[src/rtl/sys_bus_ctrl.sv]
// -----------------------------------------------------------------------------
// sys_bus_ctrl
//
// Single-master system-bus controller. It decodes the core's request by address
// slot (core_addr_i[31:24]), raises a registered one-hot request towards the
// selected device and stalls the core until that device reports ready. Read
// data is registered back to the core. Unmapped slots and devices that never
// answer within TIMEOUT access cycles are ended with an error response that
// returns ERR_DATA.
//
// Ports
//   clk_i         system clock, rising edge
//   rst_i         synchronous active-high reset
//   core_req_i    core request, held high while stalled
//   core_we_i     core write enable (1 = write)
//   core_addr_i   core byte address; [31:24] selects the slot
//   core_be_i     core byte enables
//   core_wd_i     core write data
//   core_rd_o     registered read data, valid in the DONE cycle
//   core_stall_o  stall to the core (combinational)
//   bus_err_o     one-cycle error pulse in the DONE cycle of a failed access
//   dev_req_o     registered one-hot device request
//   dev_we_o      latched write enable
//   dev_be_o      latched byte enables
//   dev_addr_o    latched slot offset {8'h00, addr[23:0]}
//   dev_wd_o      latched write data
//   dev_rd_i      device read data, slot k at [32k+31:32k]
//   dev_ready_i   per-device ready
// -----------------------------------------------------------------------------
module sys_bus_ctrl #(
   parameter int          N_DEV    = 8,
   parameter int          TIMEOUT  = 15,
   parameter logic [31:0] ERR_DATA = 32'hDEAD_BEEF
) (
   input  logic                  clk_i,
   input  logic                  rst_i,
   input  logic                  core_req_i,
   input  logic                  core_we_i,
   input  logic [31:0]           core_addr_i,
   input  logic [3:0]            core_be_i,
   input  logic [31:0]           core_wd_i,
   output logic [31:0]           core_rd_o,
   output logic                  core_stall_o,
   output logic                  bus_err_o,
   output logic [N_DEV-1:0]      dev_req_o,
   output logic                  dev_we_o,
   output logic [3:0]            dev_be_o,
   output logic [31:0]           dev_addr_o,
   output logic [31:0]           dev_wd_o,
   input  logic [N_DEV*32-1:0]   dev_rd_i,
   input  logic [N_DEV-1:0]      dev_ready_i
);

   typedef enum logic [1:0] {
      ST_IDLE   = 2'd0,
      ST_ACCESS = 2'd1,
      ST_DONE   = 2'd2
   } state_t;

   localparam logic [7:0] TIMEOUT_C = 8'(TIMEOUT);

   state_t            state_q, state_d;
   logic [7:0]        cnt_q, cnt_d;
   logic              err_q, err_d;
   logic [N_DEV-1:0]  req_q, req_d;
   logic              we_q, we_d;
   logic [3:0]        be_q, be_d;
   logic [31:0]       addr_q, addr_d;
   logic [31:0]       wd_q, wd_d;
   logic [31:0]       rd_q, rd_d;

   logic [7:0]        slot;
   logic              mapped;
   logic [N_DEV-1:0]  decode;
   logic              ready_sel;
   logic [31:0]       rd_sel;

   // Slot decode of the incoming request. The compare is done one bit wider so
   // that N_DEV = 256 still maps every slot.
   always_comb begin
      slot   = core_addr_i[31:24];
      mapped = ({1'b0, slot} < 9'(N_DEV));
      decode = '0;
      for (int k = 0; k < N_DEV; k++) begin
         decode[k] = (slot == 8'(k));
      end
   end

   // The registered one-hot request doubles as the slot selector, so ready and
   // read data of non-selected devices are masked off without a slot index.
   always_comb begin
      ready_sel = |(dev_ready_i & req_q);
      rd_sel    = '0;
      for (int k = 0; k < N_DEV; k++) begin
         if (req_q[k]) begin
            rd_sel = rd_sel | dev_rd_i[k*32 +: 32];
         end
      end
   end

   // Next-state and next-register logic
   always_comb begin
      state_d = state_q;
      cnt_d   = cnt_q;
      err_d   = err_q;
      req_d   = req_q;
      we_d    = we_q;
      be_d    = be_q;
      addr_d  = addr_q;
      wd_d    = wd_q;
      rd_d    = rd_q;

      unique case (state_q)
         ST_IDLE: begin
            if (core_req_i) begin
               if (mapped) begin
                  we_d    = core_we_i;
                  be_d    = core_be_i;
                  addr_d  = {8'h00, core_addr_i[23:0]};
                  wd_d    = core_wd_i;
                  req_d   = decode;
                  cnt_d   = 8'd0;
                  err_d   = 1'b0;
                  state_d = ST_ACCESS;
               end else begin
                  err_d   = 1'b1;
                  rd_d    = ERR_DATA;
                  state_d = ST_DONE;
               end
            end
         end

         ST_ACCESS: begin
            // Ready wins over timeout, including on the last allowed cycle.
            if (ready_sel) begin
               if (!we_q) begin
                  rd_d = rd_sel;
               end
               req_d   = '0;
               err_d   = 1'b0;
               state_d = ST_DONE;
            end else begin
               cnt_d = cnt_q + 8'd1;
               if (cnt_d == TIMEOUT_C) begin
                  req_d   = '0;
                  err_d   = 1'b1;
                  rd_d    = ERR_DATA;
                  state_d = ST_DONE;
               end
            end
         end

         ST_DONE: begin
            state_d = ST_IDLE;
         end

         default: begin
            state_d = ST_IDLE;
         end
      endcase
   end

   // State and output registers
   always_ff @(posedge clk_i) begin
      if (rst_i) begin
         state_q <= ST_IDLE;
         cnt_q   <= 8'd0;
         err_q   <= 1'b0;
         req_q   <= '0;
         we_q    <= 1'b0;
         be_q    <= 4'd0;
         addr_q  <= 32'd0;
         wd_q    <= 32'd0;
         rd_q    <= 32'd0;
      end else begin
         state_q <= state_d;
         cnt_q   <= cnt_d;
         err_q   <= err_d;
         req_q   <= req_d;
         we_q    <= we_d;
         be_q    <= be_d;
         addr_q  <= addr_d;
         wd_q    <= wd_d;
         rd_q    <= rd_d;
      end
   end

   // The core is released only in DONE; reset releases it immediately.
   assign core_stall_o = core_req_i & (state_q != ST_DONE) & ~rst_i;
   assign bus_err_o    = (state_q == ST_DONE) & err_q;

   assign core_rd_o  = rd_q;
   assign dev_req_o  = req_q;
   assign dev_we_o   = we_q;
   assign dev_be_o   = be_q;
   assign dev_addr_o = addr_q;
   assign dev_wd_o   = wd_q;

endmodule

[config.mk]
export PLATFORM = sky130hd
export DESIGN_NAME = sys_bus_ctrl
export DESIGN_NICKNAME = d
export VERILOG_FILES = /design/src/rtl/sys_bus_ctrl.sv
export SDC_FILE = /design/constraint.sdc
export NUM_CORES = 1
export LEC_CHECK = 0
export BUFFER_PORTS_ARGS = -buffer_cell sky130_fd_sc_hd__buf_2
export CORE_AREA = 3 3 172 174
export CTS_CLUSTER_SIZE = 14
export DETAILED_ROUTE_END_ITERATION = 6
export DIE_AREA = 0 0 175 177
export SYNTH_ARGS = -nofsm -noshare
export SYNTH_HDL_FRONTEND = slang
export SYNTH_SLANG_ARGS = --single-unit
[constraint.sdc]
create_clock -name clk_i -period 1.85 [get_ports clk_i]
set_input_delay 0.185 -clock clk_i [delete_from_list [all_inputs] [get_ports clk_i]]
set_output_delay 0.185 -clock clk_i [all_outputs]
set_load 0.01 [all_outputs]
Word level (Yosys, flattened, before mapping)
Index checks and enable logic that the tools add are counted.
{ "word_totals": {"out_inout_bits": 111, "input_bits": 336, "reg_bits": 112, "elab_cells": 83} }
{ "op_classes": {"eq_ne": 17, "n_reduce_logical": 10, "mux": 33, "bitwise_logic": 12, "order_cmp": 1, "addsub": 1} }
{ "ops": {"columns": ["operator", "count"], "rows": [
  ["2-to-1 mux 32 bit", 13],
  ["OR 32 bit", 7],
  ["case mux 32 bit (2 select lines)", 1],
  ["2-to-1 mux 8 bit", 7],
  ["== test 8 x 3 -> 1 bit (second input constant)", 4],
  ["case mux 8 bit (2 select lines)", 2],
  ["== test 8 x 2 -> 1 bit (second input constant)", 2],
  ["!= test 2 bit (second input constant)", 5],
  ["adder 8 x 1 -> 8 bit (second input constant)", 1],
  ["bitwise AND 8 bit", 1],
  ["== test 8 x 1 -> 1 bit (second input constant)", 1],
  ["== test 8 x 4 -> 1 bit (second input constant)", 1],
  ["zero test 8 bit", 1],
  ["< comparator 8 x 4 -> 1 bit (second input constant)", 1],
  ["2-to-1 mux 2 bit", 4],
  ["AND reduction 4 bit", 2],
  ["OR reduction 8 bit", 1],
  ["!= test 3 bit (second input constant)", 2],
  ["AND reduction 3 bit", 2],
  ["AND reduction 5 bit", 1],
  ["2-to-1 mux 1 bit", 4],
  ["case mux 2 bit (2 select lines)", 1],
  ["bitwise AND 1 bit", 3],
  ["== test 2 x 1 -> 1 bit (second input constant)", 1],
  ["other kinds (6)", 6]
]} }

Logic depth before layout (Yosys ltp)
Gate-level depths: netlist of run 1.
{ "depth": {"ltp_word": 18, "ltp_mapped": 10, "mapped_depth_nobuf": 8} }

Least setup slack after synthesis of run 1
No wires, ideal clock.
{ "synth_path": {"path_kind": "reg-to-reg", "start": "register req_q[4], in the netlist dev_req_o[4]", "end": "register rd_q[0], in the netlist core_rd_o[0]", "arrival_ns": 1.825, "setup_ns": 0.115, "required_time_ns": 1.735, "n_path_buf": 3, "synth_period_minus_slack_ns": 1.939, "slack_ns": -0.089, "path_stages_with_launch": 10, "path_cell_list": "dfxtp_1 > buf_2 > a22oi_1 > nand4_2 > nor3_2 > o22ai_1 > and2_1 > buf_2 > buf_6 > o21a_1"} }
{ "synth_via": {"elab_chain_cells": 10, "elab_cells_between_ends": 15, "cone_classes": "eq/ne (2); mux (7); bitwise (4); reduce/logical (2)"} }
{ "synth_lines": {"columns": ["element", "line", "text"], "rows": [
  ["start: declaration", "65", "logic [N_DEV-1:0] req_q, req_d;"],
  ["start signal: assignment", "179", "req_q <= req_d;"],
  ["2-to-1 mux 32 bit", "95", "if (req_q[k]) begin"],
  ["OR 32 bit", "96", "rd_sel = rd_sel | dev_rd_i[k*32 +: 32];"],
  ["2-to-1 mux 32 bit", "95", null],
  ["OR 32 bit", "96", null],
  ["2-to-1 mux 32 bit", "95", null],
  ["OR 32 bit", "96", null],
  ["2-to-1 mux 32 bit", "95", null],
  ["2-to-1 mux 32 bit", "136", "if (!we_q) begin"],
  ["2-to-1 mux 32 bit", "135", "if (ready_sel) begin"],
  ["case mux 32 bit (2 select lines)", "113", "unique case (state_q)"],
  ["end signal: assignment", "184", "rd_q <= rd_d;"],
  ["end: declaration", "70", "logic [31:0] rd_q, rd_d;"]
]} }
Parallel ways exist; a longest one is shown, timed or not. The select of a mux whose other input is x is not followed.
A chain may end at the register's enable or synchronous reset.

Final worst setup path of run 1
{ "layout_path": {"start": "register cnt_q[0]", "end": "register rd_q[4], in the netlist core_rd_o[4]"} }
{ "layout_via": {"elab_chain_cells": 4} }
{ "layout_lines": {"columns": ["element", "line", "text"], "rows": [
  ["start: declaration", "63", "logic [7:0] cnt_q, cnt_d;"],
  ["start signal: assignment", "177", "cnt_q <= cnt_d;"],
  ["adder 8 x 1 -> 8 bit", "143", "cnt_d = cnt_q + 8'd1;"],
  ["== test 8 x 4 -> 1 bit", "144", "if (cnt_d == TIMEOUT_C) begin"],
  ["!= test 3 bit (no line)", null, null],
  ["AND reduction 5 bit (no line)", null, null]
]} }
Every way passes these cells.

==> results.env, run 1 <==
OUTCOME='complete, but fails checks'
FAILED_CHECKS='negative setup slack'
POST-PLACE-CELLS=1479
AVGROUTEDWIREPERCELL_UM=20.2
TIMING.RR.START='cnt_q[0]'
WORST_SKEW_PAIR.LATE_LATENCY_NS=0.36
FINAL_NET_COUNT=1456
REPORT.FINAL.HOLD_VIOL_COUNT=0
GLOBAL_ROUTE_WIRE_LENGTH_BEFORE_REPAIR_UM=43200
POST-ROUTE-WORST-SETUP-SLACK_NS=-0.0458
SYNTH.AREA.MUX_SHARE=0.0138
POST_SYNTH_AND_OR_NAND_NOR_AREA_FRACTION=0.166
REGAREA_UM2=2260
GRT-OVFL-TOTAL=0
PORT_BUF_INSERTS=438
SYNTH_SEQ_AREA_SHARE=0.387
SYNTH_TOP_CELLS_BY_COUNT='nand2_1 (132), dfxtp_1 (112), a21oi_1 (68)'
R2R_SLACK_NS=-0.05
YS_SEQ_ELEMENTS=112
FINAL-SETUP-VIOL-COUNT=27
FINALNONFILLERCELLS=1506
FP.DIEH_UM=177
YS_ASYNC_SR_FRACTION=0
WORSTHOLDPATHTYPE='in2reg'
CTS_SINKS=112
CAP_VIOLATIONS=0
PLACE.DETAILED.HPWL_UM=23900
CRITPATHMAXFANOUT=9
HOLD_SLACK_NS=0.0498
GP_ROUTABILITY_CONGESTION=0.845
POST-ROUTE-PERIOD-UTIL=1.02
CRITPATHKIND='reg2reg'
GRT_USE_TOTAL=0.183
SYNTH_TOP_CELL_BY_AREA='dfxtp_1'
NETLIST.AREA_LEADER.SHARE=0.387
SYNTH.MOST_COMMON_CELL='nand2_1'
CORE_AREA_UM2=27900
P_PER_AREA_nW_PER_UM2=582
CP_SLOWEST_STAGE_DELAY_NS=0.36
SETUP_REPAIR_AFTER_GLOBAL_ROUTING_MISSED_ITS_MARGIN='true'
TIMING.CRITICAL_PATH.REQUIRED_NS=2.11
INITIAL_UTILIZATION=0.208
SYNTHESIS.AREA_PER_INSTANCE_UM2=8.45
DESIGN_POWER_TOTAL_mW=5.30
ROUTE.VIAS.TOTAL=7224
SYNTHADDERAREAFRAC=0.00432
FLOORPLAN.DIE_AREA_UM2=31000
MULTI_INPUT_COMB_AREA_UM2=3250
CTS-BUFFERS-INSERTED=9
TIMING.CRITICAL_PATH.CELLS='inv_2 > ha_4 > nor4b_4 > nand2_1 > or3_1 > o22ai_2 > and2_4 > clkbuf_16 > o21ai_1'
POSTCTSHOLDBUFS=0
CP-STARTPOINT='cnt_q[0]'
FINAL-MAX-SLEW-VIOLATION-COUNT=0
GRT_MAX_DEGREE=63
POST_SYNTH_INST_COUNT=686
DRT_PASS_1_ITERS=4
SYNTH_TOP_FAMILY_BY_AREA='compound AO/OA/AOI/OAI gates'
FLOORPLAN.DIE.WIDTH_UM=175
TRITONCTS='done'
CRIT_PATH_START_KIND='register'
COUNT_OF_FLIP_FLOPS_WITH_A_BUILT_IN_ENABLE_AFTER_SYNTHESIS=0
ROUTED_VIA_DENSITY=4.80
FINCLKSKEW_NS=0.0151
SYNTH_COMPOUND_AREA_FRAC=0.350
POWER.STATIC_LEAKAGE_nW=4.00
VIA_COUNT_OF_THE_FIRST_GLOBAL_ROUTING_PASS=7076
SLOWEST_STAGE='or3_1'
WORST_SETUP_PATH_END_KIND='register'
WORST_EP_ARRIVAL_TIME_NS=2.15
GRT_ANTENNA_BEFORE_REPAIR=15
POSTROUTEANTENNANETS=0
IO_PINS=447
FINAL_PERIOD_MINUS_WORST_SETUP_SLACK_NS=1.90
SYNTH_FLOP_TYPE='dfxtp_1'
NFILLCELLS=3031
NUM_ROWS=61
HOLD_PATH.STARTPOINT='core_wd_i[5]'
YS.WARNINGS.COUNT=0
WORST_SETUP_HOLD_PATH_CLK_SLEW_NS=0.09
TIMING.SETUP.TNS_NS=-0.611
VDD_DROP_MAX_V=0.000357
CTS_ROOT_BUFFER='clkbuf_16'
SYNTH_XOR_XNOR_AREA_SHARE=0.00453
MAX_FREQ_GHz=0.527
SYNTH_CELL_TYPE_COUNT=54
SYN_AREA_UM2=5800
SYN2LAYOUT_AREA_GROWTH_PCT=56.9
YS_TOP_CELLS_BY_AREA='dfxtp_1 (39%), nand2_1 (8.5%), a221oi_1 (8.5%), a22o_1 (8.5%), a21oi_1 (5.9%)'
DRIVE_GT1_FRAC=0.489
ROUTE.DETAILED.DRC=0
CLOCKBUFFERDEPTH=2
DRT_FIRST_ITER_VIOLATIONS=323
ROUTE.FINAL.WIRE_LENGTH_UM=30500
FINALCOREUTILIZATION=0.326
CLOCK_TREE.HTREE_LEVEL_COUNT=3
[worst paths after layout]
kind	end	cells past startpoint
setup / recovery	core_rd_o[4]	9
hold reg to reg	dev_wd_o[27]	2
setup reg to reg	core_rd_o[4]	9
hold / removal	dev_wd_o[5]	3
[critical path, delay by kind of cell, from the launching register on]
kind	cells	cell delay, ns
and+or+nand+nor	4	0.88
adders and majority gates	1	0.13
AOI/OAI and AO/OA	2	0.19
buffers and inverters	2	0.26
DFF	1	0.34
[cell families after synthesis]
logic type                 after synthesis
AOI/OAI and AO/OA                      277
DFF                                    112
adders and majority gates                2
buffers and inverters                   77
muxes                                    8
other                                    1
xor gates and xnor gates                 3
and+or+nand+nor                        206
[metal layers]
layer  part of all wire  global-route usage  routed length [um]
met5             0.0015                   0                  47
met1               0.39               0.211               11800
met4              0.041              0.0841                1260
met3              0.072              0.0412                2180
met2               0.50               0.322               15200
[timing repair]
item / 4_1_cts / 5_1_grt
setup buffers: 3 / 1
cloned: 0 / 2
pin swaps: 0 / 13
setup endpoints to repair: 35 / 43
gates resized for setup: 10 / 13
[registers in the layout, summed over array words and instances (netlist names)]
name        cells
cnt_q           8
dev_wd_o       32
dev_we_o        1
dev_req_o       8
err_q           1
state_q         2
core_rd_o      32
dev_addr_o     24
dev_be_o        4
[power by group]
group	internal, mW	switching [mW]	leakage [nW]
combinational	0.404	0.347	2.94
clock	0.988	1.05	0.148
sequential	2.47	0.0384	0.916
[layout make-up]
| class | count | area share |
|---|---|---|
| antenna | 5 | 0.00138 |
| clock buffer | 10 | 0.0263 |
| clock inverter | 6 | 0.00646 |
| inverter | 2 | 0.000825 |
| multi-input combinational | 504 | 0.357 |
| sequential | 112 | 0.248 |
| tap | 378 | 0.0520 |
| timing repair buffer | 489 | 0.308 |
[through the flow]
| stage | instance area (um^2) | setup slack (ns) |
|---|---|---|
| final | 9100 | -0.0458 |
| after global routing | 9100 | -0.150 |
| after CTS | 8960 | -0.00283 |
| after detailed placement | 8620 | -0.203 |
| after global placement | 8620 | -0.212 |
| after floorplan | 5870 | -0.0294 |
[placed cells by master (no fill, tap or decap), types with 5 or more instances in the layout]
cell type	count
a21oi_1	68
a221oi_1	56
a22o_1	56
a22oi_1	17
a311oi_1	8
a31oi_1	24
buf_12	15
buf_2	437
buf_4	35
clkbuf_16	11
conb_1	8
dfxtp_1	102
dfxtp_2	9
diode_2	5
mux2i_1	7
nand2_1	131
nand2b_1	11
nand3_1	13
nor2_1	15
o21a_1	24
o21ai_1	5
o21ai_2	6
No activity file was read; power rests on OpenSTA's default activity.
==> run 2, diff against run 1 <==
--- a/config.mk
+++ b/config.mk
@@ -11,4 +11,5 @@
 export DETAILED_ROUTE_END_ITERATION = 6
 export DIE_AREA = 0 0 175 177
+export SKIP_LAST_GASP = 1
 export SYNTH_ARGS = -nofsm -noshare
 export SYNTH_HDL_FRONTEND = slang
==> constraint.sdc (replaced) <==
create_clock -name clk_i -period 1.85 [get_ports clk_i]
set_input_delay 0.2775 -clock clk_i [delete_from_list [all_inputs] [get_ports clk_i]]
set_output_delay 0.2775 -clock clk_i [all_outputs]
set_load 0.01 [all_outputs]
==> run 2 against run 1 <==
Net effect: the flow still finishes with violations (negative setup slack); register-to-register slack worse by 0.02 ns; final cell count is 0.93% higher; routed wire length is 0.14% lower; sequential cell count stayed put; die area stayed put; count of clock-buffer cells in the layout stayed put; largest power group unchanged; cell area is 0.15% higher.
==> results.env, run 2 (synthesized netlist as in run 1, its figures left out) <==
OUTCOME='complete, but fails checks'
FAILED_CHECKS='negative setup slack'
PLACE_WORST_SETUP_SLACK_NS=-0.193
FINAL_NET_COUNT=1465
CTS_SINKS=112
ROUTE.DETAILED.DRC=0
WORST_EP_ARRIVAL_TIME_NS=2.16
CRIT_PATH_START_KIND='register'
INITIAL_UTILIZATION=0.208
PORT_BUF_INSERTS=438
HOLD_SLACK_NS=0.148
CTS_ROOT_BUFFER='clkbuf_16'
FINAL_PERIOD_MINUS_WORST_SETUP_SLACK_NS=1.91
SETUP_REPAIR_AFTER_GLOBAL_ROUTING_MISSED_ITS_MARGIN='true'
DESIGN_POWER_TOTAL_mW=5.20
ROUTE.FINAL.WIRE_LENGTH_UM=30400
WORSTHOLDPATHTYPE='in2reg'
FINCLKSKEW_NS=0.0145
POSTPLACECELLAREA_UM2=8650
MULTI_INPUT_COMB_AREA_UM2=3260
AVGROUTEDWIREPERCELL_UM=20.0
TIMING_WORST_SLEW_PIN_VALUE_NS=0.536
GRT_ANTENNA_BEFORE_REPAIR=18
LAYOUT.CELLS.MOST_COMMON='buf_2'
VIA_COUNT_OF_THE_FIRST_GLOBAL_ROUTING_PASS=7205
ROUTE.VIAS.TOTAL=7369
FLOORPLAN.DIE.WIDTH_UM=175
POST-ROUTE-WORST-SETUP-SLACK_NS=-0.0614
TIMING.HOLD.WORST_PATH_DEPTH=3
R2R_SLACK_NS=-0.06
DRT_PASS_1_ITERS=6
P_PER_AREA_nW_PER_UM2=571
REG2REG_DEPTH=8
CRITPATHKIND='reg2reg'
MAX_FREQ_GHz=0.523
NUM_ROWS=61
POSTCTSHOLDBUFS=0
FP.DIEH_UM=177
LAYOUT.CELLS.MOST_COMMON_LIST='buf_2 (437), nand2_1 (131), dfxtp_1 (102)'
POWER.STATIC_LEAKAGE_nW=4.02
IO_PINS=447
PLACE.DETAILED.HPWL_UM=24200
GRT_USE_TOTAL=0.185
VDD_DROP_MAX_V=0.000410
SYN2LAYOUT_AREA_GROWTH_PCT=57.1
CTS-BUFFERS-INSERTED=9
SLEW-LIMIT-HEADROOM=0.643
CLOCK_TREE.HTREE_LEVEL_COUNT=3
CORE_AREA_UM2=27900
GRT-OVFL-TOTAL=0
REGAREA_UM2=2250
FINALCOREUTILIZATION=0.326
POSTROUTEANTENNANETS=0
DRIVE_GT1_FRAC=0.490
GRT_MAX_DEGREE=63
WORST_SETUP_PATH_END_KIND='register'
CRITPATHMAXFANOUT=20
POST-ROUTE-PERIOD-UTIL=1.03
CAP_VIOLATIONS=0
ROUTED_VIA_DENSITY=4.85
NFILLCELLS=3019
GP_ROUTABILITY_CONGESTION=0.874
REPORT.FINAL.HOLD_VIOL_COUNT=0
WORST_SKEW_PAIR.LATE_LATENCY_NS=0.36
FLOORPLAN.DIE_AREA_UM2=31000
TIMING.CRITICAL_PATH.REQUIRED_NS=2.10
FINAL-SETUP-VIOL-COUNT=32
FINAL_CELL_AREA_UM2=9110
GLOBAL_ROUTE_WIRE_LENGTH_BEFORE_REPAIR_UM=43500
CLOCKBUFFERDEPTH=2
DRT_FIRST_ITER_VIOLATIONS=454
TRITONCTS='done'
WORST_SETUP_HOLD_PATH_CLK_SLEW_NS=0.08
FINAL-MAX-SLEW-VIOLATION-COUNT=0
-- run 2: changes by cell type in the layout (fill, tap and decap cells not counted), moves of 2 or more --
| cell | change |
|---|---|
| clkbuf_16 | -2 |
| diode_2 | +5 |
| o21ai_2 | -6 |
| buf_4 | +10 |
| clkinv_4 | +3 |
| inv_6 | -2 |
| o21ai_1 | +4 |
| o21ai_0 | +2 |
| buf_12 | -4 |
| buf_6 | +5 |
-- run 2: worst paths after layout --
check,from,to
worst max-delay path,cnt_q[1],core_rd_o[4]
worst max register to register,cnt_q[1],core_rd_o[4]
worst min-delay path,core_addr_i[15],dev_addr_o[15]
worst min register to register,dev_addr_o[6],dev_addr_o[6]
-- run 2: stage by stage --
stage               instances  TNS [ns]
global route             1519     -4.42
finish                   1520     -1.40
detailed placement       1491    -11.70
floorplan                 693    -0.720
CTS                      1509    -0.214
global placement         1491     -8.83
-- run 2: layout make-up --
class | count | share of cell area
Antenna cell | 10 | 0.00275
Inverter | 2 | 0.000824
Multi-Input combinational cell | 504 | 0.358
Sequential cell | 112 | 0.247
Tap cell | 378 | 0.0519
Clock buffer | 10 | 0.0251
Timing Repair Buffer | 498 | 0.308
Clock inverter | 6 | 0.00687
-- run 2: worst max-delay path, stage by stage, from the launching register on --
cell and delay (ns):
dfxtp_2 0.37, ha_2 0.22, xor2_1 0.17, nand2_1 0.09
or3_4 0.39, o22ai_4 0.15, and2_4 0.19, buf_12 0.15
o21ai_0 0.09
-- run 2: timing repair --
item,CTS,global route
pin swaps,0,4
setup buffers,2,1
resized for setup,6,17
setup endpoints to repair,35,44
-- run 2: routing by layer --
layer  GRT usage  up-vias  part of all wire
met1       0.201     3425              0.36
met5           0        -            0.0028
met4      0.0771       12             0.032
met2       0.334      421              0.52
met3      0.0568       65             0.087
li1            -     3446                 -
-- run 2: power breakdown --
group          internal, mW  switching [mW]
logic                 0.395           0.352
clock network         0.949            1.01
registers              2.47          0.0303
==> run 3, diff against run 2 <==
- BUFFER_PORTS_ARGS: -buffer_cell sky130_fd_sc_hd__buf_2 -> -buffer_cell sky130_fd_sc_hd__clkbuf_2
==> run 3 against run 2 <==
Net effect: the flow still finishes with violations (negative setup slack); sequential cell count unchanged; critical path depth up 1; power is 0.91% higher; clock skew is 0.0037 ns higher; register-to-register slack worse by 0.03 ns; combinational power is 3% higher.
==> results.env, run 3 (synthesized netlist as in run 1, its figures left out) <==
FINALCOREUTILIZATION=0.329
IO_PINS=447
FLOORPLAN.DIE.WIDTH_UM=175
CP-STARTPOINT='cnt_q[0]'
POST-ROUTE-PERIOD-UTIL=1.05
LAYOUT.CELLS.MOST_COMMON_LIST='clkbuf_2 (437), nand2_1 (131), dfxtp_1 (101)'
REPORT.FINAL.HOLD_VIOL_COUNT=0
WORSTHOLDPATHTYPE='in2reg'
RR_ENDPOINT='core_rd_o[6]'
REG2REG_DEPTH=9
SLEW-LIMIT-HEADROOM=0.621
TRITONCTS='done'
SLOWEST_STAGE='or3_4'
WORST_SETUP_PATH_END_KIND='register'
NUM_ROWS=61
DRT_PASS_1_ITERS=5
CTS_SINKS=112
POSTROUTEANTENNANETS=0
PORT_BUF_INSERTS=438
FLOORPLAN.DIE_AREA_UM2=31000
PLACE.DETAILED.HPWL_UM=24700
TIMING.RR.START='cnt_q[0]'
GLOBAL_ROUTE_WIRE_LENGTH_BEFORE_REPAIR_UM=43900
P_PER_AREA_nW_PER_UM2=572
OUTCOME='complete, but fails checks'
POST-ROUTE-WORST-SETUP-SLACK_NS=-0.0896
SYN2LAYOUT_AREA_GROWTH_PCT=58.3
CAP_VIOLATIONS=0
R2R_SLACK_NS=-0.09
FINAL_NET_COUNT=1468
HOLD_SLACK_NS=0.131
GRT_MAX_DEGREE=63
FINAL-MAX-SLEW-VIOLATION-COUNT=0
ROUTE.VIAS.TOTAL=7274
PLACE_WORST_SETUP_SLACK_NS=-0.176
CRITPATHMAXFANOUT=10
SETUP_REPAIR_AFTER_GLOBAL_ROUTING_MISSED_ITS_MARGIN='true'
TIMING_WORST_SLEW_PIN_VALUE_NS=0.569
DRIVE_GT1_FRAC=0.500
FP.DIEH_UM=177
WORST_EP_ARRIVAL_TIME_NS=2.24
GRT_USE_TOTAL=0.186
GRT_ANTENNA_BEFORE_REPAIR=9
FAILED_CHECKS='negative setup slack'
CTS-BUFFERS-INSERTED=9
TIMING.CRITICAL_PATH.CELLS='inv_4 > ha_4 > nor4b_4 > nand2_1 > or3_4 > o22ai_4 > and2_4 > clkbuf_16 > o21a_1'
CRITPATHKIND='reg2reg'
WORST_SKEW_PAIR.LATE_LATENCY_NS=0.36
CTS_ROOT_BUFFER='clkbuf_16'
TIMING.CRITICAL_PATH.REQUIRED_NS=2.16
CRIT_END='core_rd_o[6]'
FINCLKSKEW_NS=0.0181
CRIT_PATH_START_KIND='register'
FINAL_PERIOD_MINUS_WORST_SETUP_SLACK_NS=1.94
VDD_DROP_MAX_V=0.000344
GP_ROUTABILITY_CONGESTION=0.908
ROUTED_VIA_DENSITY=4.79
MAX_FREQ_GHz=0.516
LAYOUT.CELLS.MOST_COMMON='clkbuf_2'
FINAL-SETUP-VIOL-COUNT=32
CORE_AREA_UM2=27900
AVGROUTEDWIREPERCELL_UM=20.2
CLOCK_TREE.HTREE_LEVEL_COUNT=3
DRT_FIRST_ITER_VIOLATIONS=306
GRT-OVFL-TOTAL=0
VIA_COUNT_OF_THE_FIRST_GLOBAL_ROUTING_PASS=7404
INITIAL_UTILIZATION=0.208
CLOCKBUFFERDEPTH=2
CP_SLOWEST_STAGE_DELAY_NS=0.40
ROUTE.DETAILED.DRC=0
POWER.STATIC_LEAKAGE_nW=4.05
ROUTE.FINAL.WIRE_LENGTH_UM=30600
POSTCTSHOLDBUFS=0
WORST_SETUP_HOLD_PATH_CLK_SLEW_NS=0.09
==> run 3: critical path: cells and delay by family (launching register included) <==
kind | cells | cell delay (ns)
compound gates | 2 | 0.23
fa+ha+maj | 1 | 0.11
buf+inv | 2 | 0.24
flops | 1 | 0.37
simple gates | 4 | 0.93
==> run 3: area by class of cell <==
cell class / count / area (um^2)
fill: 3007 / 18800
multi-input combinational: 504 / 3300
timing repair buffer: 501 / 2830
sequential: 112 / 2260
tap: 378 / 473
clock buffer: 10 / 239
clock inverter: 5 / 51.3
antenna: 6 / 15.0
inverter: 2 / 10.0
==> run 3: how the worst min path moves through the flow <==
| stage | depth (start not counted) | to | start | slack (ns) |
|---|---|---|---|---|
| floorplan | 2 | dev_addr_o[0] | core_addr_i[0] | 0.41 |
| global placement | 2 | dev_addr_o[0] | dev_addr_o[0] | 0.44 |
| global route | 3 | dev_wd_o[8] | core_wd_i[8] | 0.12 |
| CTS | 3 | dev_wd_o[1] | core_wd_i[1] | 0.10 |
| detailed placement | 2 | dev_addr_o[1] | dev_addr_o[1] | 0.45 |
| finish | 3 | dev_wd_o[1] | core_wd_i[1] | 0.13 |
==> run 3: per-stage QoR <==
step	cells	setup TNS [ns]	instance area (um^2)	power [mW]
floorplan	693	-0.720	5880	2.77
global route	1517	-5.62	9180	5.49
CTS	1507	-0.0402	8970	5.32
detailed placement	1492	-9.39	8650	3.29
global placement	1492	-6.97	8650	3.28
finish	1518	-2.07	9180	5.25
==> run 3: repair_timing <==
| item | 4_1_cts | 5_1_grt |
|---|---|---|
| pin swaps | 0 | 15 |
| setup buffers | 0 | 3 |
| resized for setup | 7 | 30 |
| setup endpoints to repair | 34 | 44 |
| cloned | 0 | 2 |
==> run 3: per-layer routing <==
| layer | global-route usage | up-vias | share of wire | wire (um) |
|---|---|---|---|---|
| li1 | - | 3450 | - | - |
| met1 | 0.203 | 3394 | 0.37 | 11200 |
| met2 | 0.336 | 371 | 0.52 | 15800 |
| met3 | 0.0526 | 51 | 0.082 | 2520 |
| met4 | 0.0801 | 8 | 0.034 | 1050 |
| met5 | 0 | - | 0.0022 | 68 |
==> run 3: where the power goes <==
part	internal (mW)	switching, mW	leakage [nW]
registers	2.47	0.0331	0.916
clock network	0.977	1.01	0.143
logic	0.409	0.358	2.99
total	3.85	1.40	4.05
